===== src/rtl/regfile_pkg.sv =====
// Shared defaults, arbitration mode codes and a decode helper for the register-file write path.
// Pure definitions: no latency and no flow control of its own.
package regfile_pkg;

    localparam int NUM_REGS_DEF = 16;
    localparam int ADDR_W_DEF   = $clog2(NUM_REGS_DEF);
    localparam int DATA_W_DEF   = 16;
    localparam int NUM_CH_DEF   = 2;

    localparam int ARB_FIXED = 0;
    localparam int ARB_RR    = 1;

    localparam int COLL_W = 8;

    function automatic logic [NUM_REGS_DEF-1:0] onehot(input logic [ADDR_W_DEF-1:0] a);
        logic [NUM_REGS_DEF-1:0] r;
        r    = '0;
        r[a] = 1'b1;
        return r;
    endfunction

endpackage


===== src/rtl/reg_onehot_dec.sv =====
// Address to one-hot wordline decoder with enable; all zeros when disabled.
// Purely combinational; no backpressure.
module reg_onehot_dec #(
    parameter int ADDR_W = 4
) (
    input  logic                 en_i,
    input  logic [ADDR_W-1:0]    addr_i,
    output logic [2**ADDR_W-1:0] onehot_o
);

    always_comb begin
        onehot_o = '0;
        if (en_i) begin
            onehot_o[addr_i] = 1'b1;
        end
    end

endmodule


===== src/rtl/regfile_write_arb.sv =====
// Registered multi-channel register-file write front-end with same-address combining.
// One buffer per channel, one commit per cycle (wordline two edges after accept); a full channel stalls until granted.
module regfile_write_arb
    import regfile_pkg::*;
#(
    parameter int NUM_REGS    = NUM_REGS_DEF,
    parameter int DATA_W      = DATA_W_DEF,
    parameter int NUM_CH      = NUM_CH_DEF,
    parameter int ARB_MODE    = ARB_FIXED,
    parameter int ZERO_REG_EN = 1,
    localparam int ADDR_W     = $clog2(NUM_REGS)
) (
    input  logic                     clk,
    input  logic                     rst,
    input  logic [NUM_CH-1:0]        wr_valid,
    output logic [NUM_CH-1:0]        wr_ready,
    input  logic [NUM_CH*ADDR_W-1:0] wr_addr,
    input  logic [NUM_CH*DATA_W-1:0] wr_data,
    output logic [NUM_REGS-1:0]      wordline,
    output logic [DATA_W-1:0]        wdata,
    output logic                     commit,
    output logic [NUM_REGS-1:0]      pending,
    output logic [COLL_W-1:0]        coll_cnt
);

    localparam int PTR_W = (NUM_CH > 1) ? $clog2(NUM_CH) : 1;

    logic [NUM_CH-1:0] buf_v_q, buf_v_d;
    logic [ADDR_W-1:0] buf_addr_q [NUM_CH];
    logic [ADDR_W-1:0] buf_addr_d [NUM_CH];
    logic [DATA_W-1:0] buf_data_q [NUM_CH];
    logic [DATA_W-1:0] buf_data_d [NUM_CH];

    logic [PTR_W-1:0]    ptr_q, ptr_d;
    logic [NUM_REGS-1:0] wordline_q, wordline_d;
    logic [DATA_W-1:0]   wdata_q, wdata_d;
    logic                commit_q, commit_d;
    logic [COLL_W-1:0]   coll_q, coll_d;

    logic              any_grant;
    logic [PTR_W-1:0]  win_idx;
    logic [PTR_W-1:0]  rr_idx;
    logic [ADDR_W-1:0] win_addr;
    logic [DATA_W-1:0] win_data;
    logic [NUM_CH-1:0] grant, retire, accept;
    logic [2:0]        n_extra;
    logic [COLL_W:0]   coll_sum;
    logic              wl_en;

    // Later iterations override earlier ones, so the loop order sets the priority.
    always_comb begin
        any_grant = |buf_v_q;
        win_idx   = '0;
        rr_idx    = '0;
        if (ARB_MODE == ARB_RR) begin
            for (int k = NUM_CH - 1; k >= 0; k--) begin
                rr_idx = PTR_W'((int'(ptr_q) + k) % NUM_CH);
                if (buf_v_q[rr_idx]) begin
                    win_idx = rr_idx;
                end
            end
        end else begin
            for (int i = 0; i < NUM_CH; i++) begin
                if (buf_v_q[i]) begin
                    win_idx = PTR_W'(i);
                end
            end
        end
    end

    assign win_addr = buf_addr_q[win_idx];
    assign win_data = buf_data_q[win_idx];

    // Every valid buffer aimed at the winner's register retires with it; only W's data lands.
    always_comb begin
        grant   = '0;
        retire  = '0;
        n_extra = '0;
        if (any_grant) begin
            grant[win_idx] = 1'b1;
        end
        for (int i = 0; i < NUM_CH; i++) begin
            if (any_grant && buf_v_q[i] && (buf_addr_q[i] == win_addr)) begin
                retire[i] = 1'b1;
                if (!grant[i]) begin
                    n_extra = n_extra + 3'd1;
                end
            end
        end
    end

    assign wr_ready = {NUM_CH{~rst}} & (~buf_v_q | grant);
    assign accept   = wr_valid & wr_ready;

    always_comb begin
        buf_v_d    = buf_v_q & ~retire;
        buf_addr_d = buf_addr_q;
        buf_data_d = buf_data_q;
        for (int i = 0; i < NUM_CH; i++) begin
            if (accept[i]) begin
                buf_v_d[i]    = 1'b1;
                buf_addr_d[i] = wr_addr[i*ADDR_W +: ADDR_W];
                buf_data_d[i] = wr_data[i*DATA_W +: DATA_W];
            end
        end
    end

    always_comb begin
        ptr_d = ptr_q;
        if ((ARB_MODE == ARB_RR) && any_grant) begin
            ptr_d = (win_idx == PTR_W'(NUM_CH - 1)) ? '0 : win_idx + PTR_W'(1);
        end
    end

    assign coll_sum = {1'b0, coll_q} + {{(COLL_W-2){1'b0}}, n_extra};
    assign coll_d   = coll_sum[COLL_W] ? {COLL_W{1'b1}} : coll_sum[COLL_W-1:0];

    assign wl_en    = any_grant && !((ZERO_REG_EN != 0) && (win_addr == '0));
    assign commit_d = any_grant;
    assign wdata_d  = any_grant ? win_data : wdata_q;

    reg_onehot_dec #(
        .ADDR_W (ADDR_W)
    ) u_dec (
        .en_i     (wl_en),
        .addr_i   (win_addr),
        .onehot_o (wordline_d)
    );

    always_comb begin
        pending = '0;
        if (!rst) begin
            for (int i = 0; i < NUM_CH; i++) begin
                if (buf_v_q[i]) begin
                    pending[buf_addr_q[i]] = 1'b1;
                end
            end
        end
    end

    always_ff @(posedge clk) begin
        if (rst) begin
            buf_v_q    <= '0;
            ptr_q      <= '0;
            wordline_q <= '0;
            wdata_q    <= '0;
            commit_q   <= 1'b0;
            coll_q     <= '0;
        end else begin
            buf_v_q    <= buf_v_d;
            ptr_q      <= ptr_d;
            wordline_q <= wordline_d;
            wdata_q    <= wdata_d;
            commit_q   <= commit_d;
            coll_q     <= coll_d;
        end
    end

    // Payload is qualified by buf_v_q, so it needs no reset.
    always_ff @(posedge clk) begin
        buf_addr_q <= buf_addr_d;
        buf_data_q <= buf_data_d;
    end

    assign wordline = wordline_q;
    assign wdata    = wdata_q;
    assign commit   = commit_q;
    assign coll_cnt = coll_q;

endmodule


===== config.mk =====
export PLATFORM = sky130hd
export DESIGN_NAME = regfile_write_arb
export DESIGN_NICKNAME = d
export VERILOG_FILES = /design/src/rtl/regfile_pkg.sv /design/src/rtl/reg_onehot_dec.sv /design/src/rtl/regfile_write_arb.sv
export SDC_FILE = /design/constraint.sdc
export NUM_CORES = 1
export LEC_CHECK = 0
export BUFFER_PORTS_ARGS = -buffer_cell sky130_fd_sc_hd__buf_2
export CAP_MARGIN = 20
export CORE_UTILIZATION = 50
export DETAILED_ROUTE_END_ITERATION = 10
export HOLD_SLACK_MARGIN = 0.1
export PLACE_DENSITY = 0.9
export SKIP_CTS_REPAIR_TIMING = 1
export SYNTH_ARGS = -nofsm -noshare
export SYNTH_HDL_FRONTEND = slang
export SYNTH_SLANG_ARGS = --single-unit

===== constraint.sdc =====
create_clock -name clk -period 5.04 [get_ports clk]
set_input_delay 1.008 -clock clk [delete_from_list [all_inputs] [get_ports clk]]
set_output_delay 1.008 -clock clk [all_outputs]
set_load 0.05 [all_outputs]

Word level (Yosys, flattened, before mapping)
Index checks and enable logic that the tools add are counted.

Bits in registers: 83. Output and inout bits: 59.

Reduce and logical (&&, ||, !) cells: 13. Mux-type cells: 29. Equal/unequal tests: 2. Bitwise logic cells: 10. Order comparisons: 9. Add/subtract/negate cells: 2.

Operator list (number): $mux 16 (7); $or 16x16->16 (1); $lt 4x5->1 const B (3); $demux 1 s4 (3); $ge 4x1->1 const B (3); $mux 4 (3); $mux 1 (11); $add 8x3->9 (1); $logic_and 1x1->1 (9); $eq 4x4->1 (2); $mux 8 (1); $and 2x2->2 (3); $mux 3 (2); $logic_not 4->1 (1); $not 2->2 (2); $reduce_or 2->1 (2); $add 3x1->3 const B (1); $ge 2x2->1 const B (1); $lt 1x2->1 const B (1); $mux 2 (1); $not 1->1 (2); $not 1->2 (1); $or 2x2->2 (1); $demux 1 s1 (1); 2 further kinds (2).

Longest topological paths before layout
Gate-level depths: netlist of run 1.

Depth after elaboration: 13. Gate-level depth with buffers: 9. Mapped depth without buffers: 8.

By module
Synthesis of run 1 repeated with hierarchy kept, for this count alone.

Cells, all modules: 293. Area total of the unflattened synthesis: 3543.4 µm².

Modules (own cells, without submodules): regfile_write_arb (instances 1, cells each 270, area each 3425.8 µm²); reg_onehot_dec (instances 1, cells each 23, area each 117.6 µm²).

Worst setup path before layout of run 1
Ideal clock, no wire load.

Path kind: input to output. Start: in rst. End: out pending[12]. Data required time: 4032 ps. Stages on the path: 3. Path buffers: 2. Arrival: 2158 ps. Setup slack: 1874 ps. Cell sequence: clkbuf_1 > clkbuf_1 > a21oi_1.

Cells in the longest elaborated chain, start to end: 1.

Ends and longest elaborated chain: start, declared (line regfile_write_arb.sv:14) `input logic rst,`; $mux 16 (line regfile_write_arb.sv:132) `if (!rst) begin`; end, declared (line regfile_write_arb.sv:22) `output logic [NUM_REGS-1:0] pending,`.

No other way between the ends.

Final worst setup path of run 1
Start: reg buf_v_q[1]. End: out pending[12].

Cells in the longest elaborated chain, start to end: 2.

Ends and longest elaborated chain: start, declared (line regfile_write_arb.sv:28) `logic [NUM_CH-1:0] buf_v_q, buf_v_d;`; start signal, assigned (line regfile_write_arb.sv:150) `buf_v_q <= buf_v_d;`; $mux 16 (line regfile_write_arb.sv:134) `if (buf_v_q[i]) begin`; $mux 16 (line regfile_write_arb.sv:132).

No other way between the ends.

==> qor.txt, run 1 <==
Iter 0 DRT Violations -> 113
first-pass GRT wire length -> 11410 um
die footprint -> 7005 um2
Die Wd -> 83.70 um
Yosys cell types -> 43
filler instances -> 507
Max stage delay on crit path -> 980 ps
Pwr per Cell Area -> 340.6 nW/um2
Worst Setup Start Kind -> flop
starting density of the core -> 52.25%
Max clock buf depth -> 2
Final Cycle Share -> 66.85%
synth-to-layout area growth -> 21.93%
CTS tree -> yes
number of synthesized register bits -> 83
CTS H-tree lvls -> 3
antenna diode count -> 0
Fmax -> 296.8 MHz
first-pass iteration count of the detailed router -> 6
Crit path arrival time -> 2360 ps
Max Cap Viol -> 0
Fin. Hold Viols -> 0
vias in the first global route -> 2496
count of buffers from port buffering -> 102
Hold WC Path Type -> reg2reg
Die Y -> 83.70 um
combinational power share -> 11.3%
Worst Reg-to-Reg Cells -> 8
largest net degree at the start of global routing -> 45
Hold Path Depth -> 2
clk_skew -> 8.093 ps
clk sinks -> 83
initial antenna violation count -> 0
post-route ant nets -> 0
via/cell ratio -> 5.365
Worst Setup Path Type -> reg2out
worst slew pin tran -> 1021 ps
Crit Path Max Fanout -> 32
root buffer cell -> clkbuf_8
worst path cell trace -> nor3b_2 > nand3_1 > a21oi_1 > buf_2
Ys Warns -> 0
Global Route Usage Sum -> 20.74%
internal power -> 1.017 mW
setup violators final -> 0
sequential power share -> 55.3%
switching portion of total power -> 26.61%
worst path required time -> 4030 ps
total negative slack -> 0 ps
Buf/Inv on CP -> 1
detailed-route via count -> 2559
Leakage -> 1.770 nW
post-DP HPWL -> 4857 um
# rows -> 29
Post-synth EDFFs -> 40
DRC viols -> 0
delay-heaviest family, CP -> flip-flops
IO Count -> 103
CP max stage cell -> dfxtp_1
relative slew slack -> 31.64%
# nets final -> 442
status -> completed
Core Box Area -> 6386 um2
Post-Place Cells -> 461
Seq/Total Area, Yosys -> 61.79%
minimum clock period -> 3369 ps
drt total wl -> 6959 um
layout cell share with drive strength beyond 1 -> 31.25%
Syn Area/Cell -> 11.20 um2
RSZ-0062 raised after global routing -> no
crit path capture type -> primary output
Finished Layout Cells -> 477
Slew Viols, Final -> 0
Peak VDD IR -> 0.2587 mV
worst skew pair latency -> 350 ps
top flip-flop cell by instance count after synthesis -> dfxtp_1
clock share of power -> 33.4%
total CTS buffers -> 9
wire per inst -> 14.59 um
Stages on worst setup path -> 4
GPL Wtd Cong -> 0.8218
Sw Pwr -> 368.7 uW
synthesized area -> 3337 um2
asr flop ratio synth -> 0%
Clock transition at path regs -> 80 ps
total gr overflow -> 0
Mapped Cells -> 298
## worst reg2reg max path, cell delays in order (launching register included)
cell and delay [ps]:
edfxtp_1 560, xor2_1 230, nor4_1 90, and3_1 190
ha_1 220, fa_1 440, and4_4 230, or4_1 510
o211a_1 130
## routing by layer
metal | vias up | GRT usage [%] | part of all wire [%]
met5 | - | 0 | 0
met4 | 0 | 9.091 | 1.9
met3 | 15 | 4.847 | 5.8
met2 | 111 | 36.88 | 52
met1 | 1175 | 23.70 | 41
li1 | 1258 | - | -
## power by group through the flow
stage	clock network, mW	logic, mW	registers, mW
after floorplan	0	0.0776	0.812
after global placement	0	0.152	0.780
after detailed placement	0	0.156	0.782
after CTS	0.470	0.157	0.766
after global routing	0.500	0.168	0.770
final	0.463	0.157	0.766
## path summary, 6_finish.rpt
path,endpoint,slack (ps),from
max,pending[12],1670,buf_v_q[1]
max reg2reg,coll_cnt[7],2350,buf_addr_q[7]
min,wdata[3],500,buf_data_q[3]
min reg2reg,wdata[3],500,buf_data_q[3]
## registers in the layout (all words and copies together), names as in the netlist
register    cells
wdata          16
buf_data_q     32
buf_addr_q      8
wordline       16
buf_v_q         2
coll_cnt        8
commit          1
## synthesized netlist by cell type, types with 2 or more instances
library cell	instances	area [um2]
a21oi_1	30	150.1
a22oi_1	7	52.55
a31oi_1	4	25.02
a32oi_1	5	43.79
and2_1	2	12.51
and3_1	3	18.77
and3b_1	5	43.79
buf_2	10	50.05
clkbuf_1	8	30.03
dfxtp_1	43	860.8
edfxtp_1	40	1201
ha_1	2	25.02
inv_1	3	11.26
mux2_1	16	180.2
nand2_1	35	131.4
nand3_1	9	45.04
nor2_1	33	123.9
nor2b_1	8	50.05
nor3_1	3	15.01
nor3b_2	2	25.02
o211ai_1	4	30.03
o21ai_0	2	10.01
xor2_1	4	35.03
## stage by stage
step	hold WS, ps	setup slack (ps)	total power, mW	util [%]	area (um2)
2_1_floorplan	475.1	1874	0.8894	-	3344
3_3_place_gp	481.6	2004	0.9318	60.72	3877
3_5_place_dp	491.7	1972	0.9376	60.72	3877
4_1_cts	506.5	1664	1.393	63.71	4069
5_1_grt	545.1	1508	1.438	63.71	4069
6_report	504.7	1671	1.386	63.71	4069
## layout by cell type, fill, tap and decap left out, types with 4 or more instances in the layout
master    instances
nand3_1           9
a21oi_1          30
edfxtp_1         40
nor2_1           33
nand2_1          35
xor2_1            4
buf_2           102
clkbuf_8          9
o211ai_1          4
nor2b_1           7
a22oi_1           7
dfxtp_1          43
and3b_1           5
a31oi_1           4
mux2_1           16
a32oi_1           5
## cell families after synthesis
group                      Yosys count  share of synthesized area [%]
adders and majority gates            3                          1.350
other                                1                         0.1124
xor gates and xnor gates             5                          1.312
buffers and inverters               23                          2.962
AOI/OAI and AO/OA                   56                          10.35
muxes                               18                          6.037
and+or+nand+nor                    109                          16.09
DFF                                 83                          61.79
## final cells by class
type                            count  area (um2)  share of cell area, %
Clock buffer                        9       123.9                  3.044
Clock inverter                      7       67.56                  1.661
Inverter                            4       15.01                 0.3690
Multi-Input combinational cell    194        1186                  29.15
Sequential cell                    83        2062                  50.68
Tap cell                           77       96.34                  2.368
Timing Repair Buffer              103       518.0                  12.73
Power figures use the tool's default switching activity.
==> run 2: changes to the inputs <==
--- a/config.mk
+++ b/config.mk
@@ -5,12 +5,13 @@
 export SDC_FILE = /design/constraint.sdc
 export NUM_CORES = 1
 export LEC_CHECK = 0
+export ABC_AREA = 1
 export BUFFER_PORTS_ARGS = -buffer_cell sky130_fd_sc_hd__buf_2
 export CAP_MARGIN = 20
-export CORE_UTILIZATION = 50
+export CORE_UTILIZATION = 46
 export DETAILED_ROUTE_END_ITERATION = 10
 export HOLD_SLACK_MARGIN = 0.1
-export PLACE_DENSITY = 0.9
+export PLACE_DENSITY = 0.87
 export SKIP_CTS_REPAIR_TIMING = 1
 export SYNTH_ARGS = -nofsm -noshare
 export SYNTH_HDL_FRONTEND = slang
==> constraint.sdc (replaced) <==
create_clock -name clk -period 2.91 [get_ports clk]
set_input_delay 0.582 -clock clk [delete_from_list [all_inputs] [get_ports clk]]
set_output_delay 0.582 -clock clk [all_outputs]
set_load 0.05 [all_outputs]
==> qor.txt, run 2 <==
clk sinks -> 83 (unchanged)
Max Cap Viol -> 0 (unchanged)
first-pass GRT wire length -> 12050 um (was 11410 um)
post-placement worst setup slack -> 536.8 ps (was 1972 ps)
# nets final -> 538 (was 442)
max FFs per register -> 32 (unchanged)
DRC viols -> 0 (unchanged)
Seq/Total Area, Yosys -> 60.43% (was 61.79%)
wire per inst -> 12.71 um (was 14.59 um)
via/cell ratio -> 4.849 (was 5.365)
Sw Pwr -> 682.8 uW (was 368.7 uW)
switching portion of total power -> 26.93% (was 26.61%)
synthesized area -> 3412 um2 (was 3337 um2)
post-route design area -> 4247 um2 (was 4069 um2)
Pwr per Cell Area -> 597.1 nW/um2 (was 340.6 nW/um2)
Worst Reg-to-Reg Cells -> 14 (was 8)
worst path required time -> 2330 ps (was 4030 ps)
Final Cycle Share -> 89.76%
Fmax -> 382.8 MHz
root buffer cell -> clkbuf_8 (unchanged)
asr flop ratio synth -> 0% (unchanged)
Synth top area share -> 35.20% (was 36.00%)
Worst Setup Start Kind -> flop (unchanged)
vias in the first global route -> 2623 (was 2496)
worst slew pin tran -> 520.9 ps (was 1021 ps)
starting density of the core -> 47.29% (was 52.25%)
setup violators final -> 0 (unchanged)
largest reg by FF count -> buf_data_q (unchanged)
Die Y -> 88.13 um (was 83.70 um)
largest net degree at the start of global routing -> 28 (was 45)
synth-to-layout area growth -> 24.46% (was 21.93%)
Synth area leader -> edfxtp_1 (unchanged)
top flip-flop cell by instance count after synthesis -> dfxtp_1 (unchanged)
Global Route Usage Sum -> 20.87% (was 20.74%)
Max clock buf depth -> 2 (unchanged)
most frequent cells in the layout -> 112 x nand2_1, 102 x buf_2, 50 x nand3_1 (was 102 x buf_2, 43 x dfxtp_1, 40 x edfxtp_1)
Ys Warns -> 0 (unchanged)
Cell Area, Placed -> 4030 um2 (was 3877 um2)
CTS tree -> yes (unchanged)
Peak VDD IR -> 0.4995 mV (was 0.2587 mV)
combinational power share -> 12.8% (was 11.3%)
most frequent cell after synthesis -> nand2_1 (was dfxtp_1)
Hold WC Path Type -> in2reg (was reg2reg)
number of synthesized register bits -> 83 (unchanged)
total gr overflow -> 0 (unchanged)
Mapped Cells -> 383 (was 298)
detailed-route via count -> 2885 (was 2559)
layout cell share with drive strength beyond 1 -> 27.42% (was 31.25%)
antenna diode count -> 0 (unchanged)
post-route ant nets -> 0 (unchanged)
die footprint -> 7766 um2 (was 7005 um2)
total negative slack -> 0 ps (unchanged)
Worst Setup Path Type -> reg2out (unchanged)
post-DP HPWL -> 5444 um (was 4857 um)
first-pass iteration count of the detailed router -> 4 (was 6)
Slew Viols, Final -> 0 (unchanged)
clk_skew -> 16.23 ps (was 8.093 ps)
initial antenna violation count -> 0 (unchanged)
total CTS buffers -> 9 (unchanged)
internal power -> 1.853 mW (was 1.017 mW)
worst skew pair latency -> 360 ps (was 350 ps)
relative slew slack -> 65.00% (was 31.64%)
Post-synth EDFFs -> 40 (unchanged)
commonest non-fill, non-tap cell in the layout -> nand2_1 (was buf_2)
Hold Path Depth -> 1 (was 2)
Clock transition at path regs -> 90 ps (was 80 ps)
# rows -> 31 (was 29)
Fin. Hold Viols -> 0 (unchanged)
Syn Area/Cell -> 8.909 um2 (was 11.20 um2)
Crit path arrival time -> 2030 ps (was 2360 ps)
GPL Wtd Cong -> 0.8637 (was 0.8218)
Core Box Area -> 7214 um2 (was 6386 um2)
Yosys cell types -> 27 (was 43)
sequential power share -> 52.1% (was 55.3%)
drt total wl -> 7562 um (was 6959 um)
status -> completed (unchanged)
clock share of power -> 35.2% (was 33.4%)
crit path capture type -> primary output (unchanged)
final worst setup slack -> 297.9 ps (was 1671 ps)
Crit Path Max Fanout -> 19 (was 32)
IO Count -> 103 (unchanged)
CTS H-tree lvls -> 3 (unchanged)
synth top area cells -> edfxtp_1 35%, dfxtp_1 25%, nand2_1 12% (was edfxtp_1 36%, dfxtp_1 26%, mux2_1 5.4%)
Leakage -> 2.078 nW (was 1.770 nW)
Die Wd -> 88.13 um (was 83.70 um)
top post-synthesis cells by count -> 112 x nand2_1, 50 x nand3_1, 44 x inv_1, 43 x dfxtp_1, 40 x edfxtp_1 (was 43 x dfxtp_1, 40 x edfxtp_1, 35 x nand2_1, 33 x nor2_1, 30 x a21oi_1)
RSZ-0062 raised after global routing -> no (unchanged)
count of buffers from port buffering -> 102 (unchanged)
minimum clock period -> 2612 ps
Iter 0 DRT Violations -> 212 (was 113)
[run 2: logic make-up (layout without fill, tap and decap cells)]
logic type	after synthesis	in the layout	share of synthesized area, %
AO/OA/AOI/OAI	27	27	4.290
XOR/XNOR	2	2	0.5135
adder cells (fa/ha/maj)	3	3	1.320
buffers and inverters	58	169	7.077
flip-flops	83	83	60.43
other	1	3	0.1099
AND/OR/NAND/NOR	209	209	26.26
[run 2: path summary, 6_finish.rpt]
kind,startpoint,to,slack [ps]
worst max-delay path,buf_v_q[1],pending[3],300
worst max register to register,buf_addr_q[0],coll_cnt[3],510
worst min register to register,buf_data_q[19],wdata[3],530
worst min-delay path,wr_addr[4],buf_addr_q[0],390
[run 2: layer usage]
metal | track usage (%) | vias to the layer above | routed length, um
li1 | - | 1435 | -
met1 | 25.83 | 1314 | 3193
met2 | 33.90 | 119 | 3628
met3 | 6.032 | 17 | 586
met4 | 9.531 | 0 | 154
met5 | 0 | - | 0
[run 2: stage by stage]
| stage | total power, mW | utilization, % | hold WS, ps | std cells |
|---|---|---|---|---|
| final | 2.536 | 58.86 | 390.4 | 595 |
| after global routing | 2.632 | 58.86 | 383.6 | 595 |
| after CTS | 2.549 | 58.86 | 383.6 | 595 |
| after detailed placement | 1.670 | 55.86 | 515.0 | 579 |
| after global placement | 1.661 | 55.86 | 503.9 | 579 |
| after floorplan | 1.574 | - | 499.7 | 385 |
[run 2: worst max-delay path, cell delays in order, from the launching register on]
cell and delay (ps):
dfxtp_2 580, buf_4 250, nand2_2 70, nor2_1 200, nand3_1 100, a21oi_1 180, buf_2 290
[run 2: final cells by class]
cell class                 instances  area (um2)
clock inverter                     7       92.59
fill                             646        2968
timing repair buffer             108       555.5
sequential                        83        2063
multi-input combinational        244        1119
inverter                          45       168.9
tap                               99       123.9
clock buffer                       9       123.9
[run 2: power groups by stage]
stage	registers, mW	logic (mW)	clock network (mW)
floorplan	1.42	0.152	0
global placement	1.34	0.317	0
detailed placement	1.35	0.324	0
CTS	1.32	0.325	0.904
global route	1.33	0.353	0.951
finish	1.32	0.323	0.892
